`src/rtl/tempo_volume_player.sv`:
```
// tempo_volume_player
//   Plays an endless 8-note C-major scale (C4..C5) as a square wave. The
//   tempo code sets the beat length, the volume code sets the square-wave
//   amplitude around mid-scale (128). Both codes are sampled only at beat
//   boundaries, so mid-beat changes never stretch or cut a note.
//
//   Optional feature macro: NOTE_DECAY_EN
//     defined   : amplitude drops by one volume step every DECAY_CYCLES
//                 cycles within a note, saturating at silence.
//     undefined : amplitude is the latched volume for the whole note.
//
// Ports
//   clock_in  : system clock (50 MHz on the board)
//   reset     : asynchronous, active-high reset
//   enable    : 1 = play, 0 = idle
//   tempo     : tempo code, 0 slowest .. 7 fastest
//   volume    : volume code, 0 silent .. 7 loudest
//   sample    : registered 8-bit audio sample
//   audio_pwm : registered PWM encoding of sample, for an RC-filtered pin
//   beat      : one-cycle pulse at every beat boundary
//   note_idx  : index (0..7) of the note currently playing

module tempo_volume_player #(
    parameter int unsigned BEAT_BASE    = 25000000,
    parameter int unsigned BEAT_STEP    = 2500000,
    parameter int unsigned TONE_SHIFT   = 0,
    parameter int unsigned DECAY_CYCLES = 3125000
) (
    input  logic       clock_in,
    input  logic       reset,
    input  logic       enable,
    input  logic [2:0] tempo,
    input  logic [2:0] volume,
    output logic [7:0] sample,
    output logic       audio_pwm,
    output logic       beat,
    output logic [2:0] note_idx
);

    localparam logic [0:0] ST_IDLE = 1'b0;
    localparam logic [0:0] ST_PLAY = 1'b1;

    if (DECAY_CYCLES == 0) begin : g_bad_decay_cycles
        $error("DECAY_CYCLES must be nonzero");
    end

    // Square-wave half-period of each scale note in 50 MHz cycles.
    function automatic logic [16:0] half_period(input logic [2:0] idx);
        logic [16:0] h;
        unique case (idx)
            3'd0: h = 17'd95556;  // C4
            3'd1: h = 17'd85131;  // D4
            3'd2: h = 17'd75843;  // E4
            3'd3: h = 17'd71586;  // F4
            3'd4: h = 17'd63776;  // G4
            3'd5: h = 17'd56818;  // A4
            3'd6: h = 17'd50619;  // B4
            3'd7: h = 17'd47778;  // C5
        endcase
        return h >> TONE_SHIFT;
    endfunction

    // State
    logic [0:0]  r_state;
    logic [31:0] r_beat_cnt;
    logic [16:0] r_tone_cnt;
    logic        r_phase;
    logic [2:0]  r_note_idx;
    logic        r_beat;
    logic [7:0]  r_sample;
    logic        r_pwm;
    logic [7:0]  r_pwm_cnt;

    logic [0:0]  w_state_d;
    logic [31:0] w_beat_cnt_d;
    logic [16:0] w_tone_cnt_d;
    logic        w_phase_d;
    logic [2:0]  w_note_idx_d;
    logic        w_beat_d;
    logic [7:0]  w_sample_d;
    logic        w_pwm_d;

    // Event decode for this cycle
    logic        w_start;     // IDLE -> PLAY
    logic        w_stop;      // PLAY -> IDLE
    logic        w_boundary;  // last cycle of a beat
    logic        w_run;       // ordinary PLAY cycle
    logic [31:0] w_period;
    logic [2:0]  w_eff_vol;
    logic [7:0]  w_amp;

    assign w_start    = (r_state == ST_IDLE) && enable;
    assign w_stop     = (r_state == ST_PLAY) && !enable;
    assign w_boundary = (r_state == ST_PLAY) && enable && (r_beat_cnt == 32'd0);
    assign w_run      = (r_state == ST_PLAY) && enable && (r_beat_cnt != 32'd0);

    // The tempo code is only ever latched on the same edge that reloads the
    // beat counter, so the reload uses the input directly; no separate
    // latched-tempo register is needed.
    assign w_period = BEAT_BASE - (32'(tempo) * BEAT_STEP);

`ifdef NOTE_DECAY_EN
    // The decaying amplitude register doubles as the latched volume.
    logic [2:0]  r_eff_vol;
    logic [31:0] r_decay_cnt;
    logic [2:0]  w_eff_vol_d;
    logic [31:0] w_decay_cnt_d;

    always_comb begin
        w_eff_vol_d   = r_eff_vol;
        w_decay_cnt_d = r_decay_cnt;
        if (w_start || w_boundary) begin
            w_eff_vol_d   = volume;
            w_decay_cnt_d = 32'(DECAY_CYCLES - 1);
        end else if (w_stop) begin
            w_eff_vol_d   = 3'd0;
            w_decay_cnt_d = 32'd0;
        end else if (w_run) begin
            if (r_decay_cnt == 32'd0) begin
                w_decay_cnt_d = 32'(DECAY_CYCLES - 1);
                if (r_eff_vol != 3'd0) begin
                    w_eff_vol_d = r_eff_vol - 3'd1;
                end
            end else begin
                w_decay_cnt_d = r_decay_cnt - 32'd1;
            end
        end
    end

    always_ff @(posedge clock_in or posedge reset) begin
        if (reset) begin
            r_eff_vol   <= 3'd0;
            r_decay_cnt <= 32'd0;
        end else begin
            r_eff_vol   <= w_eff_vol_d;
            r_decay_cnt <= w_decay_cnt_d;
        end
    end

    assign w_eff_vol = r_eff_vol;
`else
    logic [2:0] r_vol_l;
    logic [2:0] w_vol_l_d;

    always_comb begin
        w_vol_l_d = r_vol_l;
        if (w_start || w_boundary) begin
            w_vol_l_d = volume;
        end else if (w_stop) begin
            w_vol_l_d = 3'd0;
        end
    end

    always_ff @(posedge clock_in or posedge reset) begin
        if (reset) begin
            r_vol_l <= 3'd0;
        end else begin
            r_vol_l <= w_vol_l_d;
        end
    end

    assign w_eff_vol = r_vol_l;
`endif

    // Sequencer next state
    always_comb begin
        w_state_d    = r_state;
        w_beat_cnt_d = r_beat_cnt;
        w_tone_cnt_d = r_tone_cnt;
        w_phase_d    = r_phase;
        w_note_idx_d = r_note_idx;
        w_beat_d     = 1'b0;
        if (w_start) begin
            w_state_d    = ST_PLAY;
            w_note_idx_d = 3'd0;
            w_beat_cnt_d = w_period - 32'd1;
            w_tone_cnt_d = half_period(3'd0) - 17'd1;
            w_phase_d    = 1'b1;
        end else if (w_stop) begin
            w_state_d    = ST_IDLE;
            w_note_idx_d = 3'd0;
            w_beat_cnt_d = 32'd0;
            w_tone_cnt_d = 17'd0;
            w_phase_d    = 1'b1;
        end else if (w_boundary) begin
            // New note starts on a rising half-wave with a fresh tone count.
            w_beat_d     = 1'b1;
            w_note_idx_d = r_note_idx + 3'd1;
            w_beat_cnt_d = w_period - 32'd1;
            w_tone_cnt_d = half_period(r_note_idx + 3'd1) - 17'd1;
            w_phase_d    = 1'b1;
        end else if (w_run) begin
            w_beat_cnt_d = r_beat_cnt - 32'd1;
            if (r_tone_cnt == 17'd0) begin
                w_phase_d    = ~r_phase;
                w_tone_cnt_d = half_period(r_note_idx) - 17'd1;
            end else begin
                w_tone_cnt_d = r_tone_cnt - 17'd1;
            end
        end
    end

    // Output stage: sample follows the phase/amplitude state one cycle late,
    // and PWM compares the free-running counter with the current sample.
    assign w_amp = {1'b0, w_eff_vol, 4'b0000};

    always_comb begin
        w_sample_d = 8'd128;
        w_pwm_d    = 1'b0;
        if (r_state == ST_PLAY) begin
            w_sample_d = r_phase ? (8'd128 + w_amp) : (8'd128 - w_amp);
            w_pwm_d    = (r_pwm_cnt < r_sample);
        end
    end

    always_ff @(posedge clock_in or posedge reset) begin
        if (reset) begin
            r_state    <= ST_IDLE;
            r_beat_cnt <= 32'd0;
            r_tone_cnt <= 17'd0;
            r_phase    <= 1'b1;
            r_note_idx <= 3'd0;
            r_beat     <= 1'b0;
            r_sample   <= 8'd128;
            r_pwm      <= 1'b0;
            r_pwm_cnt  <= 8'd0;
        end else begin
            r_state    <= w_state_d;
            r_beat_cnt <= w_beat_cnt_d;
            r_tone_cnt <= w_tone_cnt_d;
            r_phase    <= w_phase_d;
            r_note_idx <= w_note_idx_d;
            r_beat     <= w_beat_d;
            r_sample   <= w_sample_d;
            r_pwm      <= w_pwm_d;
            r_pwm_cnt  <= r_pwm_cnt + 8'd1;
        end
    end

    assign sample    = r_sample;
    assign audio_pwm = r_pwm;
    assign beat      = r_beat;
    assign note_idx  = r_note_idx;

endmodule
```
`config.mk`:
```
export PLATFORM = sky130hd
export DESIGN_NAME = tempo_volume_player
export DESIGN_NICKNAME = d
export VERILOG_FILES = /design/src/rtl/tempo_volume_player.sv
export SDC_FILE = /design/constraint.sdc
export NUM_CORES = 1
export LEC_CHECK = 0
export CORE_MARGIN = 5
export CORE_UTILIZATION = 35
export DETAILED_ROUTE_END_ITERATION = 16
export SYNTH_ARGS = -nofsm -noshare
export SYNTH_HDL_FRONTEND = slang
export SYNTH_SLANG_ARGS = --single-unit
```
`constraint.sdc`:
```
create_clock -name clock_in -period 4 [get_ports clock_in]
set_clock_uncertainty 0.2 [all_clocks]
set_input_delay 0.4 -clock clock_in [delete_from_list [all_inputs] [get_ports clock_in]]
set_output_delay 0.4 -clock clock_in [all_outputs]
set_load 0.01 [all_outputs]
```
==> impl_metrics.toml, run 1 <==
[outcome]
result_of_the_run = "finished clean"

[global_route]
grt_max_degree = 58
grt_pass1_wl_um = 26800
grt_antenna_before_repair = 0
global_route.usage.met3_pct = 2.18
vias_in_the_first_global_route = 5347
global_route.usage.met1_pct = 22.9
busiest_layer = "met2"
global_route.usage.met2_pct = 25.9
grt_usage_pct = 16.3
overflow = 0

[critical_path]
arrival_ns = 3.84
timing.critical_path.cells = "or4_4 -> nor4b_2 -> and4_1 -> buf_4 -> mux2i_2 -> or3b_4 -> nor4_4 -> buf_4 -> nand4_1 -> xor2_1 -> o31ai_1"
critPathCaptureType = "flop"
critical-path-max-stage-delay_ns = 0.55
crit_path_max_fanout = 7
timing.critical_path.slowest_stage_cell = "or4_4"
crit_path_start_kind = "flop"
worst-setup-path-type = "reg2reg"
worstPathRequired_ns = 4.04
critical-path-top-cell-by-count = "buf_4"

[floorplan]
effective_utilization_at_floorplan_pct = 35.8
die_area_um2 = 19600
die_w_um = 140
fp-row-count = 47
io_pins = 22
die_height_um = 140
design.core.area_um2 = 16600

[placement]
numPortBuffers = 17
placed_cells_incl_taps = 1015
detailed_place_hpwl_um = 12100
gp_routability_congestion = 0.936

[routing]
route.detailed.drc = 0
initialDrtViolationCount = 410
routed-via-count = 5769
avgViaCountPerCell = 5.58
wl_um = 16000
post_drt_wl_per_cell_um = 15.5
drt.antenna.violating_nets = 0
first_pass_iters = 5

[layout]
number_of_nets_in_the_final_layout = 852
area.growth.synth_to_final_pct = 20.8
layout_common_cells = "buf_4, o21ai_0, dfrtp_1, nand2_1, nor2_1"
n_fill_cell = 1679
fin_cells = 1034
layout-drive-gt1-share_pct = 15.4
num_antenna_cells = 0
most_frequent_standard_cell_in_the_layout_excluding_fill_and_tap_cells = "buf_4"

[timing]
timing_hold_violations_final = 0
min_period_over_period_pct = 95.2
drv_slew = 0
worst_pin_slew_ns = 0.896
max-slew-margin-rel_pct = 40.1
setup_viol_count_final = 0
rsz_0062_raised_after_global_routing = "true"
fmaxAchievable_mhz = 263
period_minus_slack_ns = 3.81
tns_ns = 0

[cts]
clock_insertion_delay_worst_skew_ns = 0.34
clock_tree_from_tritoncts = "built"
clock_path_buffers = 2
root_buffer = "clkbuf_16"
cts-buffers-inserted = 9
clkSinkCount = 71
cts.clk_slew.worst_paths_ns = 0.06
htree_num_levels = 3

[synth]
seq_area_frac_synth_pct = 30.0
yosysWarningCount = 0
yosysUniqueCellTypes = 76
edff_count_synth = 0
syn-mean-instance-area_um2 = 8.05
synth_area_um2 = 5930
yosys_register_bits = 71
synthFlopType = "dfrtp_1"
netlist_instances = 737
ys_async_sr_fraction_pct = 100

[min_path]
holdCritPathClass = "reg2reg"

[power_and_ir_drop]
power.density_cell_area_nw_per_um2 = 563
static_leakage_nw = 3.04
max-vdd-ir-drop_mv = 0.326
report.power.total_mw = 4.03

[flow_run]
number_of_max_capacitance_violations_reported = 0
synth_stat cells, types with 5 or more instances:
library cell / instances / share of area, %
o21ai_0: 72 / 6.1
dfrtp_1: 69 / 29
nand2_1: 66 / 4.2
nor2_1: 65 / 4.1
a21oi_1: 54 / 4.6
inv_1: 34 / 2.2
xnor2_1: 34 / 5.0
clkbuf_1: 33 / 2.1
ha_1: 32 / 6.8
nor3_1: 27 / 2.3
a31oi_1: 18 / 1.9
nand3_1: 16 / 1.4
nor4_1: 15 / 1.6
xor2_1: 14 / 2.1
o31ai_1: 13 / 1.6
or3_1: 13 / 1.4
mux2i_1: 10 / 1.7
nand2b_1: 9 / 0.95
a21o_1: 8 / 1.0
a221o_1: 6 / 1.0
and3_1: 6 / 0.63
nand4_1: 6 / 0.63
a311oi_1: 5 / 0.74
o311ai_0: 5 / 0.74
final cells by class:
| cell class | instances | area, um^2 | area share, % |
|---|---|---|---|
| multi-input cells | 593 | 3870 | 54.0 |
| flip-flops and latches | 71 | 1780 | 24.8 |
| repair buffers | 100 | 826 | 11.5 |
| well taps | 220 | 275 | 3.84 |
| clock buffers | 11 | 243 | 3.39 |
| inverters | 34 | 128 | 1.78 |
| clock inverters | 5 | 42.5 | 0.594 |
layer usage:
metal,part of all wire (%),up-vias
met5,0,-
met4,1.8,0
met3,4.8,24
met2,47,179
met1,47,2728
li1,-,2838
sequential cells by signal, summed over array words and instances, names as in the netlist:
name	cells
beat	1
r_tone_cnt	17
r_phase	1
audio_pwm	1
r_beat_cnt	32
sample	4
r_pwm_cnt	8
note_idx	3
r_vol_l	3
r_state	1
cell families after synthesis:
kind of cell             Yosys count  synth area share (%)
flip-flops                        71                  30.0
adder cells (fa/ha/maj)           34                  7.43
XOR/XNOR                          48                  7.09
other                              1                0.0632
AO/OA/AOI/OAI                    232                  24.8
buffers and inverters             76                  5.44
multiplexers                      14                  2.45
AND/OR/NAND/NOR                  261                  22.7
through the flow:
stage | setup WS, ns | utilization [%] | hold slack (ns) | area (um^2)
finish | 0.193 | 43.2 | 0.268 | 7160
global route | -0.00731 | 43.2 | 0.294 | 7160
CTS | 0.0756 | 42.8 | 0.276 | 7110
detailed placement | -0.356 | 41.1 | 0.267 | 6820
global placement | -0.233 | 41.1 | 0.259 | 6820
floorplan | 0.0227 | - | 0.237 | 5960
power breakdown:
part / leakage (nW) / internal, mW / switching, mW / total, mW
Sequential: 0.897 / 0.963 / 0.256 / 1.22
Clock: 0.136 / 0.442 / 0.323 / 0.766
Combinational: 2.01 / 0.887 / 1.16 / 2.05
Total: 3.04 / 2.29 / 1.74 / 4.03
critical path: cells and delay by family, from the launching register on:
kind / cells / cell delay (ns)
AOI/OAI and AO/OA: 1 / 0.21
xor gates and xnor gates: 1 / 0.17
buffers and inverters: 2 / 0.37
DFF: 1 / 0.44
muxes: 1 / 0.27
and+or+nand+nor: 6 / 2.04
path summary, 6_finish.rpt:
check / slack (ns) / end / cells past startpoint / startpoint
hold reg to reg: 0.27 / r_pwm_cnt[0]$_DFF_PP0_ / 1 / r_pwm_cnt[0]$_DFF_PP0_
min in group asynchronous: 0.38 / r_tone_cnt[5]$_DFFE_PP0P_ / 2 / reset
setup reg to reg: 0.19 / r_tone_cnt[15]$_DFFE_PP0P_ / 11 / r_beat_cnt[15]$_DFFE_PP0P_
setup / recovery: 0.19 / r_tone_cnt[15]$_DFFE_PP0P_ / 11 / r_beat_cnt[15]$_DFFE_PP0P_
max in group asynchronous: 2.44 / r_beat_cnt[27]$_DFFE_PP0P_ / 3 / reset
hold / removal: 0.27 / r_pwm_cnt[0]$_DFF_PP0_ / 1 / r_pwm_cnt[0]$_DFF_PP0_
what timing repair did:
item | in CTS | in global routing
setup buffers | 0 | 3
gates resized for setup | 1 | 9
hold buffers | 0 | 0
hold endpoints to repair | 0 | 0
setup endpoints to repair | 1 | 10
pin swaps | 0 | 6
(Power assumes the default switching activity.)
==> run 2, diff against run 1 <==
--- a/config.mk
+++ b/config.mk
@@ -8,6 +8,7 @@
 export CORE_MARGIN = 5
 export CORE_UTILIZATION = 35
 export DETAILED_ROUTE_END_ITERATION = 16
+export GPL_TIMING_DRIVEN = 0
 export SYNTH_ARGS = -nofsm -noshare
 export SYNTH_HDL_FRONTEND = slang
 export SYNTH_SLANG_ARGS = --single-unit
==> run 2 against run 1 <==
Clock power is 4.2% higher; first-iteration DRC count is 9.8% lower; non-clock buffer count is 25 lower; largest cell class unchanged; highest routed layer unchanged.
==> impl_metrics.toml, run 2 (synthesis gave the netlist of run 1 again) <==
[layout]
area.growth.synth_to_final_pct = 17.8
footprint_of_the_multi_input_gates_um2 = 3970
most_frequent_standard_cell_in_the_layout_excluding_fill_and_tap_cells = "o21ai_0"
final_design_area_no_fill_um2 = 6980
number_of_nets_in_the_final_layout = 827
number_of_flip_flops_in_the_largest_register = 32
num_antenna_cells = 0
n_fill_cell = 1745
utilization_pct = 42.1
largest-register = "r_beat_cnt"
ff_latch_area_um2 = 1780
layout_common_cells = "o21ai_0, dfrtp_1, nor2_1, nand2_1, a21oi_1"
reg_top3 = "r_beat_cnt (32), r_tone_cnt (17), r_pwm_cnt (8)"
layout-drive-gt1-share_pct = 11.3

[timing]
drv_slew = 0
timing_hold_violations_final = 0
fmaxAchievable_mhz = 254
min_period_over_period_pct = 98.5
hold_ws_ns = 0.0773
worst_pin_slew_ns = 1.09
max-slew-margin-rel_pct = 26.8
period_minus_slack_ns = 3.94
setup_viol_count_final = 0

[critical_path]
critPathCaptureType = "flop"
path_buf_inv = 3
worstPathRequired_ns = 4.03
timing.reg2reg.worst_path_depth = 13
arrival_ns = 3.97
timing.critical_path.cells = "inv_1 -> ha_4 -> or4b_4 -> nor4_4 -> and4_1 -> buf_6 -> mux2i_4 -> or3b_4 -> nor4_4 -> buf_4 -> and4_1 -> xor2_1 -> a221o_1"
r2r-start = "r_beat_cnt[1]$_DFFE_PP0P_"
cp_top_family = "simple AND/OR/NAND/NOR gates"
worstSetupPathDepth = 13
crit-reg2reg-capture = "r_tone_cnt[13]$_DFFE_PP0P_"
worst-setup-path-type = "reg2reg"
critical-path-max-stage-delay_ns = 0.48
crit_path_start_kind = "flop"
timing.critical_path.slowest_stage_cell = "or4b_4"
crit_path_max_fanout = 8
r2r_setup_slack_ns = 0.06

[outcome]
result_of_the_run = "finished clean"

[min_path]
holdCritPathClass = "in2async"

[floorplan]
io_pins = 22
die_area_um2 = 19600
fp-row-count = 47
effective_utilization_at_floorplan_pct = 35.8
design.core.area_um2 = 16600
die_w_um = 140
die_height_um = 140

[global_route]
grt_pass1_wl_um = 27900
grt_antenna_before_repair = 0
grt_usage_pct = 17.1
overflow = 0
grt_max_degree = 68
vias_in_the_first_global_route = 5412

[cts]
clkSinkCount = 71
clock_tree_from_tritoncts = "built"
htree_num_levels = 3
root_buffer = "clkbuf_16"
cts-buffers-inserted = 9
clock_path_buffers = 2
cts.clk_slew.worst_paths_ns = 0.07
clock_insertion_delay_worst_skew_ns = 0.35

[placement]
gp_routability_congestion = 0.935
placed_cell_area_um2 = 6430
detailed_place_hpwl_um = 12400
numPortBuffers = 17

[routing]
wl_met3_um = 823
post_drt_wl_per_cell_um = 16.9
wl_um = 17000
route.detailed.drc = 0
length_of_routed_wiring_on_met1_um = 7650
drt.antenna.violating_nets = 0
initialDrtViolationCount = 370
first_pass_iters = 5
wl_met2_um = 8200
routed.top_layer = "met4"
avgViaCountPerCell = 5.67
routed-via-count = 5724

[power_and_ir_drop]
max-vdd-ir-drop_mv = 0.251
power.density_cell_area_nw_per_um2 = 582
static_leakage_nw = 2.81
report.power.total_mw = 4.06

[flow_run]
number_of_max_capacitance_violations_reported = 0
run 2: changes by cell type in the layout (fill, tap and decap cells not counted), moves of 3 or more:
cell and change:
buf_4 -58, clkbuf_1 +27, buf_6 +3, dlymetal6s2s_1 -3
inv_6 +3
run 2: worst reg2reg max path: cells and delay by family, from the launching register on:
| kind | cells | cell delay, ns |
|---|---|---|
| AOI/OAI and AO/OA | 1 | 0.30 |
| xor gates and xnor gates | 1 | 0.08 |
| adders and majority gates | 1 | 0.15 |
| buffers and inverters | 3 | 0.44 |
| DFF | 1 | 0.40 |
| muxes | 1 | 0.25 |
| and+or+nand+nor | 6 | 2.00 |
run 2: layer usage:
layer / vias to the layer above / global-route usage [%]
li1: 2802 / -
met1: 2733 / 22.6
met2: 165 / 29.0
met3: 24 / 2.62
met4: 0 / 4.79
met5: - / 0
run 2: how the worst max path moves through the flow:
| stage | from | to | slack, ns |
|---|---|---|---|
| 6_report | r_beat_cnt[1]$_DFFE_PP0P_ | r_tone_cnt[13]$_DFFE_PP0P_ | 0.06 |
| 5_1_grt | r_beat_cnt[0]$_DFFE_PP0P_ | r_tone_cnt[15]$_DFFE_PP0P_ | -0.04 |
| 4_1_cts | tempo[1] | r_beat_cnt[21]$_DFFE_PP0P_ | -0.0007 |
| 3_5_place_dp | tempo[0] | r_beat_cnt[21]$_DFFE_PP0P_ | -1.48 |
| 3_3_place_gp | tempo[0] | r_beat_cnt[21]$_DFFE_PP0P_ | -1.37 |
| 2_1_floorplan | tempo[1] | r_beat_cnt[21]$_DFFE_PP0P_ | 0.02 |
run 2: metrics by stage:
stage	instances	setup TNS [ns]	setup WS, ns
detailed placement	978	-16.14	-1.48
floorplan	740	0	0.0227
finish	1009	0	0.0587
global placement	977	-16.73	-1.37
CTS	996	-0.000658	-0.000658
global route	1009	-0.0911	-0.0385
run 2: timing repair:
action / 4_1_cts / 5_1_grt
hold buffers: 0 / 0
endpoints found under the setup margin: 33 / 37
pin swaps: 1 / 13
hold endpoints to repair: 0 / 0
gates resized for setup: 25 / 24
buffers inserted: 4 / 15
run 2: area by class of cell:
type                            count  area share (%)
Clock inverter                      7            1.02
Timing Repair Buffer               37            4.94
Multi-Input combinational cell    593            56.8
Tap cell                          220            3.94
Buffer                             38            2.60
Inverter                           34            1.95
Sequential cell                    71            25.5
Clock buffer                        9            3.22
run 2: report_power, final:
part	switching, mW	internal [mW]	total [mW]
Clock	0.359	0.439	0.798
Sequential	0.281	0.963	1.24
Combinational	1.20	0.816	2.02
Total	1.84	2.22	4.06
==> run 3, diff against run 2 <==
--- a/config.mk
+++ b/config.mk
@@ -5,6 +5,7 @@
 export SDC_FILE = /design/constraint.sdc
 export NUM_CORES = 1
 export LEC_CHECK = 0
+export CAP_MARGIN = 20
 export CORE_MARGIN = 5
 export CORE_UTILIZATION = 35
 export DETAILED_ROUTE_END_ITERATION = 16
==> run 3 against run 2 <==
Largest power group unchanged; worst hold slack better by 0.0031 ns; count of clock-buffer cells in the layout stayed put; sequential cell count stayed put; worst setup slack better by 0.010 ns; via count hardly changed.
==> impl_metrics.toml, run 3 (synthesis gave the netlist of run 1 again) <==
[flow_run]
number_of_max_capacitance_violations_reported = 0

[floorplan]
design.core.area_um2 = 16600
io_pins = 22
effective_utilization_at_floorplan_pct = 35.8
die_area_um2 = 19600
die_height_um = 140
die_w_um = 140
fp-row-count = 47

[routing]
drt.antenna.violating_nets = 0
first_pass_iters = 4
initialDrtViolationCount = 324
post_drt_wl_per_cell_um = 16.8
wl_um = 17000
route.detailed.drc = 0
routed-via-count = 5726
avgViaCountPerCell = 5.67

[cts]
clock_tree_from_tritoncts = "built"
cts.clk_slew.worst_paths_ns = 0.07
root_buffer = "clkbuf_16"
cts-buffers-inserted = 9
clock_insertion_delay_worst_skew_ns = 0.34
clkSinkCount = 71
clock_path_buffers = 2
htree_num_levels = 3

[timing]
min_period_over_period_pct = 98.3
tns_ns = 0
setup_viol_count_final = 0
timing_hold_violations_final = 0
worst_pin_slew_ns = 1.07
max-slew-margin-rel_pct = 28.3
period_minus_slack_ns = 3.93
drv_slew = 0
fmaxAchievable_mhz = 254

[critical_path]
worstPathRequired_ns = 4.03
critPathCaptureType = "flop"
crit_path_start_kind = "flop"
worst-setup-path-type = "reg2reg"
arrival_ns = 3.96
crit_path_max_fanout = 8
r2r_setup_slack_ns = 0.07

[placement]
gp_routability_congestion = 0.935
placed_cell_area_um2 = 6430
detailed_place_hpwl_um = 12400
placed_cells_incl_taps = 978
numPortBuffers = 17

[layout]
num_antenna_cells = 0
utilization_pct = 42.1
fin_cells = 1010
layout-drive-gt1-share_pct = 11.3
number_of_nets_in_the_final_layout = 828
reg_top3 = "r_beat_cnt (32), r_tone_cnt (17), r_pwm_cnt (8)"
area.growth.synth_to_final_pct = 17.7
largest-register = "r_beat_cnt"
most_frequent_standard_cell_in_the_layout_excluding_fill_and_tap_cells = "o21ai_0"
final_design_area_no_fill_um2 = 6980
layout_common_cells = "o21ai_0, dfrtp_1, nor2_1, nand2_1, a21oi_1"
number_of_flip_flops_in_the_largest_register = 32

[global_route]
grt_antenna_before_repair = 0
global_route.usage.met3_pct = 2.62
global_route.usage.met2_pct = 29.0
vias_in_the_first_global_route = 5412
grt_max_degree = 68
grt_pass1_wl_um = 27900
global_route.usage.met1_pct = 22.6
overflow = 0
busiest_layer = "met2"
grt_usage_pct = 17.1

[min_path]
holdCritPathClass = "in2async"

[power_and_ir_drop]
max-vdd-ir-drop_mv = 0.250
report.power.total_mw = 4.06
power.density_cell_area_nw_per_um2 = 581
static_leakage_nw = 2.82

[outcome]
result_of_the_run = "finished clean"
==> run 3: where the power goes <==
part           internal (mW)  switching (mW)  total, mW
logic                  0.816            1.20       2.02
registers              0.963           0.279       1.24
clock network          0.439           0.359      0.798
total                   2.22            1.84       4.06
==> run 3: area by class of cell <==
cell class	instances	area, um^2
fill	1744	9600
sequential	71	1780
timing repair buffer	38	350
tap	220	275
buffer	38	181
inverter	34	136
clock inverter	7	71.3
clock buffer	9	225
multi-input combinational	593	3960
==> run 3: final timing paths <==
path	start	to	cells past startpoint
max	r_beat_cnt[1]$_DFFE_PP0P_	r_tone_cnt[13]$_DFFE_PP0P_	13
min	reset	audio_pwm$_DFF_PP0_	2
max reg2reg	r_beat_cnt[1]$_DFFE_PP0P_	r_tone_cnt[13]$_DFFE_PP0P_	13
min reg2reg	r_pwm_cnt[0]$_DFF_PP0_	r_pwm_cnt[0]$_DFF_PP0_	1
max in group asynchronous	reset	r_phase$_DFFE_PP1P_	3
min in group clock_in	r_pwm_cnt[0]$_DFF_PP0_	r_pwm_cnt[0]$_DFF_PP0_	1
==> run 3: per-layer routing <==
layer  up-vias  wire [um]
met3        26        724
met5         -          0
met2       162       8190
met1      2735       7710
met4         0        348
li1       2803          -
==> run 3: stage by stage <==
stage / setup WS [ns] / hold slack (ns)
floorplan: 0.0227 / 0.237
global placement: -1.37 / 0.258
detailed placement: -1.48 / 0.261
CTS: -0.000658 / 0.0729
global route: -0.0385 / 0.0816
finish: 0.0689 / 0.0804
==> run 3: what timing repair did <==
item                       in CTS  in global routing
pin swaps                       1                 13
gates resized for setup        25                 23
cloned                          0                  0
hold buffers                    0                  0
setup endpoints to repair      33                 34
buffers inserted                4                 15
==> run 3: worst max-delay path: stages, from the launching register on <==
cell and delay (ns):
dfrtp_1 0.40, inv_1 0.10, ha_4 0.15, or4b_4 0.48, nor4_4 0.31, and4_1 0.27, buf_6 0.16, mux2i_4 0.25
or3b_4 0.43, nor4_4 0.29, buf_4 0.18, and4_1 0.21, xor2_1 0.08, a221o_1 0.30
